## src/rtl/pic_command_sequencer.sv

```systemverilog
// PIC init/operation command sequencer: sync CPU strobes, commit writes, decode ICW/OCW.
// Optional IMR read-back path enabled by defining PIC_IMR_READBACK_EN.
module pic_command_sequencer #(
  parameter int DATA_WIDTH  = 8,
  parameter int SYNC_STAGES = 2
) (
  input  logic                  clock,
  input  logic                  reset,
  input  logic                  chip_select,
  input  logic                  write_enable,
  input  logic                  read_enable,
  input  logic                  A0,
  input  logic [DATA_WIDTH-1:0] input_data,
  output logic [DATA_WIDTH-1:0] internal_data_bus,
  output logic                  ICW1,
  output logic                  ICW2,
  output logic                  ICW3,
  output logic                  ICW4,
  output logic                  OCW1,
  output logic                  OCW2,
  output logic                  OCW3,
  output logic                  read,
  output logic                  single_mode,
  output logic                  icw4_needed,
  output logic                  init_done,
  output logic                  seq_error,
  output logic [DATA_WIDTH-1:0] read_data
);

  typedef enum logic [2:0] {
    S_UNINIT,
    S_WAIT2,
    S_WAIT3,
    S_WAIT4,
    S_READY
  } state_t;

  state_t r_state;

  logic [SYNC_STAGES-1:0] r_cs_sync;
  logic [SYNC_STAGES-1:0] r_we_sync;
  logic [SYNC_STAGES-1:0] r_re_sync;
  logic [SYNC_STAGES-1:0] r_a0_sync;
  logic [DATA_WIDTH-1:0]  r_d_sync [SYNC_STAGES];

  logic                  r_hold_a0;
  logic [DATA_WIDTH-1:0] r_hold_d;
  logic                  r_wr_prev;
  logic                  r_ovl_prev;

  logic                  w_cs_s;
  logic                  w_we_s;
  logic                  w_re_s;
  logic                  w_a0_s;
  logic [DATA_WIDTH-1:0] w_d_s;
  logic                  w_wr_act;
  logic                  w_rd_act;
  logic                  w_ovl;
  logic                  w_commit;
  logic                  w_c1;
  logic                  w_c2;
  logic                  w_c3;
  logic                  w_cd;

  always_ff @(posedge clock) begin
    if (reset) begin
      r_cs_sync <= '1;
      r_we_sync <= '1;
      r_re_sync <= '1;
      r_a0_sync <= '1;
      for (int i = 0; i < SYNC_STAGES; i++)
        r_d_sync[i] <= '0;
    end else begin
      r_cs_sync[0] <= chip_select;
      r_we_sync[0] <= write_enable;
      r_re_sync[0] <= read_enable;
      r_a0_sync[0] <= A0;
      r_d_sync[0]  <= input_data;
      for (int i = 1; i < SYNC_STAGES; i++) begin
        r_cs_sync[i] <= r_cs_sync[i-1];
        r_we_sync[i] <= r_we_sync[i-1];
        r_re_sync[i] <= r_re_sync[i-1];
        r_a0_sync[i] <= r_a0_sync[i-1];
        r_d_sync[i]  <= r_d_sync[i-1];
      end
    end
  end

  assign w_cs_s = r_cs_sync[SYNC_STAGES-1];
  assign w_we_s = r_we_sync[SYNC_STAGES-1];
  assign w_re_s = r_re_sync[SYNC_STAGES-1];
  assign w_a0_s = r_a0_sync[SYNC_STAGES-1];
  assign w_d_s  = r_d_sync[SYNC_STAGES-1];

  assign w_wr_act = ~w_cs_s & ~w_we_s;
  assign w_rd_act = ~w_cs_s & ~w_re_s;
  assign w_ovl    = w_wr_act & w_rd_act;
  assign w_commit = r_wr_prev & ~w_wr_act;

  // Command class comes from the holding registers, frozen once wr_act drops
  assign w_c1 = ~r_hold_a0 &  r_hold_d[4];
  assign w_c2 = ~r_hold_a0 & ~r_hold_d[4] & ~r_hold_d[3];
  assign w_c3 = ~r_hold_a0 & ~r_hold_d[4] &  r_hold_d[3];
  assign w_cd =  r_hold_a0;

  assign init_done = (r_state == S_READY);

  always_ff @(posedge clock) begin
    if (reset) begin
      r_state           <= S_UNINIT;
      r_hold_a0         <= 1'b1;
      r_hold_d          <= '0;
      r_wr_prev         <= 1'b0;
      r_ovl_prev        <= 1'b0;
      internal_data_bus <= '0;
      single_mode       <= 1'b0;
      icw4_needed       <= 1'b0;
      read              <= 1'b0;
      seq_error         <= 1'b0;
      ICW1 <= 1'b0;
      ICW2 <= 1'b0;
      ICW3 <= 1'b0;
      ICW4 <= 1'b0;
      OCW1 <= 1'b0;
      OCW2 <= 1'b0;
      OCW3 <= 1'b0;
    end else begin
      ICW1 <= 1'b0;
      ICW2 <= 1'b0;
      ICW3 <= 1'b0;
      ICW4 <= 1'b0;
      OCW1 <= 1'b0;
      OCW2 <= 1'b0;
      OCW3 <= 1'b0;
      r_wr_prev  <= w_wr_act;
      r_ovl_prev <= w_ovl;
      read       <= w_rd_act & ~w_wr_act;
      seq_error  <= w_ovl & ~r_ovl_prev;
      if (w_wr_act) begin
        r_hold_a0 <= w_a0_s;
        r_hold_d  <= w_d_s;
      end
      if (w_commit) begin
        internal_data_bus <= r_hold_d;
        if (w_c1) begin
          ICW1        <= 1'b1;
          single_mode <= r_hold_d[1];
          icw4_needed <= r_hold_d[0];
          r_state     <= S_WAIT2;
        end else begin
          unique case (r_state)
            S_UNINIT: seq_error <= 1'b1;
            S_WAIT2: begin
              if (w_cd) begin
                ICW2 <= 1'b1;
                if (!single_mode)
                  r_state <= S_WAIT3;
                else if (icw4_needed)
                  r_state <= S_WAIT4;
                else
                  r_state <= S_READY;
              end else begin
                seq_error <= 1'b1;
              end
            end
            S_WAIT3: begin
              if (w_cd) begin
                ICW3 <= 1'b1;
                r_state <= icw4_needed ? S_WAIT4
                                       : S_READY;
              end else begin
                seq_error <= 1'b1;
              end
            end
            S_WAIT4: begin
              if (w_cd) begin
                ICW4    <= 1'b1;
                r_state <= S_READY;
              end else begin
                seq_error <= 1'b1;
              end
            end
            S_READY: begin
              unique case (1'b1)
                w_cd:    OCW1 <= 1'b1;
                w_c2:    OCW2 <= 1'b1;
                w_c3:    OCW3 <= 1'b1;
                default: ;
              endcase
            end
            default: r_state <= S_UNINIT;
          endcase
        end
      end
    end
  end

`ifdef PIC_IMR_READBACK_EN
  logic [DATA_WIDTH-1:0] r_imr;
  logic [DATA_WIDTH-1:0] r_read_data;

  always_ff @(posedge clock) begin
    if (reset) begin
      r_imr       <= '0;
      r_read_data <= '0;
    end else begin
      if (ICW1)
        r_imr <= '0;
      else if (OCW1)
        r_imr <= internal_data_bus;
      r_read_data <= (w_rd_act & ~w_wr_act & w_a0_s)
                     ? r_imr : '0;
    end
  end

  assign read_data = r_read_data;
`else
  assign read_data = '0;
`endif

endmodule
```

## config.mk

```make
export PLATFORM = sky130hd
export DESIGN_NAME = pic_command_sequencer
export DESIGN_NICKNAME = d
export VERILOG_FILES = /design/src/rtl/pic_command_sequencer.sv
export SDC_FILE = /design/constraint.sdc
export NUM_CORES = 1
export LEC_CHECK = 0
export ABC_AREA = 1
export BUFFER_PORTS_ARGS = -buffer_cell sky130_fd_sc_hd__clkbuf_2
export CAP_MARGIN = 20
export CORE_ASPECT_RATIO = 0.6
export CORE_MARGIN = 2
export CORE_UTILIZATION = 45
export CTS_CLUSTER_SIZE = 24
export DETAILED_ROUTE_END_ITERATION = 7
export PLACE_DENSITY = 0.76
export SYNTH_ARGS = -nofsm -noshare
export SYNTH_HDL_FRONTEND = slang
export SYNTH_SLANG_ARGS = --single-unit
```

## constraint.sdc

```tcl
create_clock -name clock -period 1.6 [get_ports clock]
set_input_delay 0.08 -clock clock [delete_from_list [all_inputs] [get_ports clock]]
set_output_delay 0.08 -clock clock [all_outputs]
set_load 0.05 [all_outputs]
```

==> results of run 1 <==
[routing by layer]
layer	part of all wire	up-vias	GRT usage
li1	-	797	-
met1	0.51	652	0.206
met2	0.43	36	0.215
met3	0.063	2	0.0942
met4	0.0035	0	0.0832
met5	0	-	0
[synth_stat cells]
library cell,n
inv_2,4
nor2_4,4
buf_4,8
dfxtp_1,57
a21oi_1,10
nand2_1,26
nor4_1,2
or2_2,8
nor2_2,2
nor2_1,45
buf_1,2
conb_1,1
o21ai_0,16
buf_6,1
nand2_2,1
nand3_1,8
nand2_4,1
nor3_2,1
buf_2,3
nand3_4,1
nor3_1,3
nand4_1,1
inv_1,26
[critical path, stage by stage, from the launching register on]
cell	delay [ps]
dfxtp_1	390
nor2_2	150
inv_1	80
nor2_2	110
clkbuf_2	290
[cell type report]
cell class	count	area [um2]	share of cell area
Clock buffer	12	155	0.0628
Clock inverter	3	40.0	0.0162
Inverter	30	113	0.0455
Multi-Input combinational cell	137	656	0.265
Sequential cell	57	1140	0.462
Tap cell	60	75.1	0.0304
Timing Repair Buffer	46	293	0.118
[power by group through the flow]
| stage | Sequential, mW | Combinational, mW | Clock, mW |
|---|---|---|---|
| 2_1_floorplan | 1.49 | 0.102 | 0 |
| 3_3_place_gp | 1.49 | 0.111 | 0 |
| 3_5_place_dp | 1.49 | 0.113 | 0 |
| 4_1_cts | 1.46 | 0.136 | 1.34 |
| 5_1_grt | 1.46 | 0.149 | 1.41 |
| 6_report | 1.46 | 0.135 | 1.30 |
[metrics by stage]
stage	util	hold slack, ps	cell area [um2]	worst slack [ps]
after floorplan	-	184	2000	255
after global placement	0.518	262	2160	337
after detailed placement	0.518	264	2160	301
after CTS	0.593	226	2470	160
after global routing	0.593	242	2470	100
final	0.593	240	2470	174
[logic make-up (layout without fill, tap and decap cells)]
kind of cell,Yosys count,in the layout
flip-flops,57,57
other,1,8
AO/OA/AOI/OAI,26,26
buffers and inverters,44,91
AND/OR/NAND/NOR,103,103
[flip-flops by register name, summed over array words and instances, names as in the netlist, 2 cells and up]
signal,flops
internal_data_bus,8
r_a0_sync,2
r_cs_sync,2
r_d_sync,16
r_hold_d,8
r_re_sync,2
r_state,3
r_we_sync,2
[layout by cell type, fill, tap and decap left out, types with 10 or more instances in the layout]
cell and n:
dfxtp_1 57, nor2_1 44, clkbuf_2 33, inv_1 26, nand2_1 26, o21ai_0 16
dlygate4sd3_1 12, clkbuf_8 11, a21oi_1 10
[path summary, 6_finish.rpt]
path                              from                   endpoint  slack (ps)  cells after the start
min reg2reg  r_d_sync[0][0]$_SDFF_PP0_  r_d_sync[1][0]$_SDFF_PP0_         400                      2
max reg2reg    r_cs_sync[1]$_SDFF_PP1_    r_state[1]$_SDFFE_PP0P_         300                      7
min                              reset  r_d_sync[1][5]$_SDFF_PP0_         240                      3
max            r_state[0]$_SDFFE_PP0P_                  init_done         170                      4
==> results.md, run 1 <==
* Post-route ant nets at 0
* CP required at around 1500 ps
* Arrival time worst endpoint at about 1400 ps
* Area share of fa/ha/maj cells after synthesis at 0
* Largest family of logic cells by synthesized area: simple AND/OR/NAND/NOR gates
* RSZ-0062 raised after global routing: no
* Logic gate share of total power at 0.047
* Final Cycle Share at 0.891
* Switching portion of total power at 0.209
* Reg power frac at 0.505
* Final Hold Fails at 0
* F_max at 701 MHz
* Area Overhead vs Synth at 25.2%
* Routed length per instance at 9.89 um
* DIE HEIGHT at 55.3 um
* Final RePlAce weighted congestion at ~0.85
* Synth top area cells: dfxtp_1, nor2_1, inv_1
* Post-CTS Setup Bufs at 0
* # port buffers at 33
* # diodes at 0
* HP Class: in -> reg
* Vias in the first global route at about 1.4k
* TritonCTS clock tree: built
* H-tree depth at 3
* Largest net degree at the start of global routing at 38
* Clock slew at reported path FFs at about 60 ps
* Pwr/cell area at 1170 nW/um2
* Status: finished clean
* Clock root buffer: clkbuf_8
* Share of cells above drive strength 1 at 0.249
* Synthesized area at slightly below 2000 um2
* Element type at the critical path end: primary output
* Mapped Avg Cell Area at 8.55 um2
* Routed Wire Length at between 3 and 4 mm
* 1st-pass router iterations at 4
* Total gr overflow at 0
* Finished Layout Cells at ~350
* Total CTS buffers at 9
* Cell taking the most area after synthesis: dfxtp_1
* Post-Route Setup TNS at 0 ps
* Total power at slightly below 3 mW
* Startpoint types: flop
* XOR/XNOR Fraction of Synth Area at 0
* Hold-fix buffers at CTS at 12
* Final worst path period need at 1430 ps
* Yosys reg bits at 57
* Switching power at 0.603 mW
* Placed cells at 318
* Initial DRC Count at 81
* Bufs on Longest Clock Path at 2
* Ports at 42
* Final #Nets at 295
* Post-Synthesis Cells at approximately 230
* Via/cell ratio at about 4.3
* HPWL Detailed at 2.27 mm
* Lkg Pwr at 1.14 nW
* Synth Area in Compound Gates at 0.0659
* Post-synth top area share at 0.578
* Initial antenna violation count at 0
* Crit Path Category: reg -> out
* Clock Latency Late Sink at 330 ps
* Synth Area in Simple Gates at 0.250
* Post-synth cell types at 23
* Die area at 4950 um2
* Starting density of the core at 0.474
* FP Rows at 18
* Clock share of power at 0.448
* Total track usage at 0.162
* Number of filler cells placed in the layout at 388
* Final Setup Violations at 0
* MaxCap Viol Count at 0
* VDD IR max at a little over 0.7 mV
* Die width at 89.5 um
* DR vias at 1487
* # resized after CTS at 0
* Clk_skew at 6.03 ps
* Multiplexer share of the synthesized area at 0
* DRC violations left at 0
* Sequential area share after synthesis at 0.578
* Ys Warns at 0
* Max-slew violation count at 0
* CORE AREA at 4170 um2
* Internal power at ~2.3 mW
* First-pass GRT wire length at about 5.8 mm
* Sink Count at 57
* CP Max Fanout at 8
(Power assumes the default switching activity.)
==> run 2: changes to the inputs <==
Settings changed: ABC_AREA 1 to not set.
==> run 2 against run 1 <==
Against the previous run:
- synthesized area grew 1.1%
- clock skew shrank 0.77 ps
- critical endpoint unchanged
- total power rose by 3.2%
- fmax decreased by 5.6%
- cell area increased by 1.5%
- count of clock-buffer cells in the layout unchanged
- first-iteration DRC count is 23% lower
- combinational power about the same
==> results.md, run 2 <==
* Status: finished clean
* Most frequent cell after synthesis: dfxtp_1
* Routed length per instance at 10.8 um (+9.2%)
* Post-Route Setup TNS at 0 ps (unchanged)
* Pre-CTS setup slack at 348 ps (+46.9 ps)
* Initial antenna violation count at 0 (unchanged)
* Clock root buffer: clkbuf_8
* HP Class: in -> reg
* Top Registers: r_d_sync (16), internal_data_bus (8), r_hold_d (8)
* Lkg Pwr at 1.00 nW (-12%)
* Synth Flop Type: dfxtp_1
* Max reg flops at 16 (unchanged)
* CORE AREA at 4190 um2 (+0.54%)
* Share of cells above drive strength 1 at 0.310 (+0.0612)
* Final worst slack at 89.8 ps (-84.4 ps)
* Clock slew at reported path FFs at 60 ps (about the same)
* Ys Warns at 0 (unchanged)
* Hold path endpoint: OCW3$_SDFF_PP0_
* Post-synth cell types at 33 (+43%)
* Area Overhead vs Synth at 25.8%
* # diodes at 0 (unchanged)
* Element type at the critical path end: primary output
* Sequential area share after synthesis at 0.572 (-0.00616)
* Biggest register: r_d_sync
* Post-synth EDFFs at 0 (unchanged)
* R2r setup slk at 340 ps (+40 ps)
* Worst setup path start: r_state[2]$_SDFFE_PP0P_
* Largest net degree at the start of global routing at 25 (-34%)
* Arrival time worst endpoint at 1430 ps (+80 ps)
* TritonCTS clock tree: built
* DRC violations left at 0 (unchanged)
* FP Rows at 18 (unchanged)
* Async S/R FF share, synth at 0 (unchanged)
* Worst-Margin Slew at about 530 ps
* Total gr overflow at 0 (unchanged)
* Synth top area cells: dfxtp_1, nand2_1, nor2b_1
* Yosys reg bits at 57 (unchanged)
* Via/cell ratio at 4.54 (+5.2%)
* Vias in the first global route at 1274 (-6.0%)
* Sink Count at 57 (unchanged)
* Initial DRC Count at 62 (-23%)
* Clk_skew at 5.26 ps (-0.771 ps)
* Slew HR at 0.648
* Total power at 2.99 mW (+3.2%)
* Final Hold Fails at 0 (unchanged)
* Worst reg-to-reg path cell count at 4 (-3)
* Pwr/cell area at 1190 nW/um2 (+1.7%)
* Max-slew violation count at 0 (unchanged)
* Hold path depth at 4 (+1)
* # port buffers at 33 (unchanged)
* Most common cell after layout, fill and taps aside: dfxtp_1
* Most frequent cells in the layout: dfxtp_1, clkbuf_2, nand2_1
* Clock Latency Late Sink at 330 ps (about the same)
* MaxCap Viol Count at 0 (unchanged)
* HPWL Detailed at 2.36 mm (+4.2%)
* Placed cells at 293 (-7.9%)
* RSZ-0062 raised after global routing: no
* Finished Layout Cells at 321 (-7.0%)
* Commonest cells post-synth: dfxtp_1, nand2_1, nor2b_1
* Total CTS buffers at 9 (unchanged)
* CP Max Fanout at 5 (-3)
* Final Cycle Share at 0.944 (+0.0527)
* Total track usage at 0.158 (-0.00420)
* Final RePlAce weighted congestion at 0.822 (-3.4%)
* VDD IR max at 0.793 mV (+13%)
* Synthesized area at 2000 um2 (+1.1%)
* Mapped Avg Cell Area at 9.59 um2 (+12%)
* F_max at 662 MHz (-5.6%)
* 1st-pass router iterations at 4 (unchanged)
* Die width at 90.0 um (+0.51%)
* Post-Synthesis Cells at 208 (-10%)
* Post-synth top area share at 0.572 (-0.00616)
* Routed Wire Length at 3.47 mm (+1.6%)
* DR vias at 1456 (-2.1%)
* Post-CTS Setup Bufs at 0 (unchanged)
* Bufs on Longest Clock Path at 2 (unchanged)
* H-tree depth at 3 (unchanged)
* Reg-to-Reg End: r_state[2]$_SDFFE_PP0P_
* # resized after CTS at 0 (unchanged)
* Crit Path Category: reg -> out
* First-pass GRT wire length at 5.94 mm (+2.5%)
* Final Setup Violations at 0 (unchanged)
* Post-route ant nets at 0 (unchanged)
* Cell taking the most area after synthesis: dfxtp_1
* Starting density of the core at 0.476 (+0.00253)
* Ports at 42 (unchanged)
* Startpoint types: flop
* Final worst path period need at 1510 ps (+84.4 ps)
* DIE HEIGHT at 55.6 um (+0.50%)
* Hold-fix buffers at CTS at 12 (unchanged)
* Final #Nets at 270 (-8.5%)
* CP required at 1520 ps (about the same)
* Hold path start: reset
* Die area at 5000 um2 (+1.0%)
* Reg-to-Reg Start: r_we_sync[1]$_SDFF_PP1_
-- run 2: changes by cell type in the layout (fill, tap and decap cells not counted), moves of 6 or more --
cell,delta
nor2_1,-32
inv_1,-22
o21ai_0,-13
nor2b_1,+17
a21oi_2,+7
nand3_1,-6
nand2_2,+7
-- run 2: how the worst max path moves through the flow --
stage                                to  slack [ps]  cells after the start
3_5_place_dp    r_state[2]$_SDFFE_PP0P_         350                      4
5_1_grt                       init_done          20                      3
3_3_place_gp   icw4_needed$_SDFFE_PP0P_         390                      5
2_1_floorplan           OCW2$_SDFF_PP0_          90                      4
6_report                      init_done          90                      3
4_1_cts                       init_done          90                      3
-- run 2: cell families after synthesis --
family                 Yosys count  synth area share
and+or+nand+nor                 93             0.241
AOI/OAI and AO/OA               33             0.112
other                            1           0.00188
DFF                             57             0.572
buffers and inverters           24            0.0727
-- run 2: layout make-up --
cell class                 count  area, um2
clock buffer                  12        165
clock inverter                 4       50.0
fill                         383       1680
inverter                       4       15.0
multi-input combinational    134        741
sequential                    57       1140
tap                           60       75.1
timing repair buffer          50        323
-- run 2: through the flow --
stage                     hold slack, ps   util  area [um2]
after CTS                            138  0.599        2510
after global routing                 167  0.599        2510
after global placement               263  0.519        2170
final                                162  0.599        2510
after detailed placement             267  0.519        2170
after floorplan                      184      -        2030
-- run 2: worst max-delay path: stages, from the launching register on --
cell,delay (ps)
dfxtp_1,430
inv_1,150
nor3_2,190
clkbuf_2,320
-- run 2: per-layer routing --
metal / track usage / vias up / wire [um]
li1: - / 757 / -
met1: 0.212 / 633 / 1750
met3: 0.106 / 2 / 339
met2: 0.200 / 64 / 1370
met4: 0.0527 / 0 / 6
met5: 0 / - / 0
-- run 2: report_power, final --
| part | internal, mW | switching [mW] |
|---|---|---|
| logic | 0.0536 | 0.0792 |
| registers | 1.45 | 0.00894 |
| clock network | 0.842 | 0.553 |
| total | 2.34 | 0.641 |
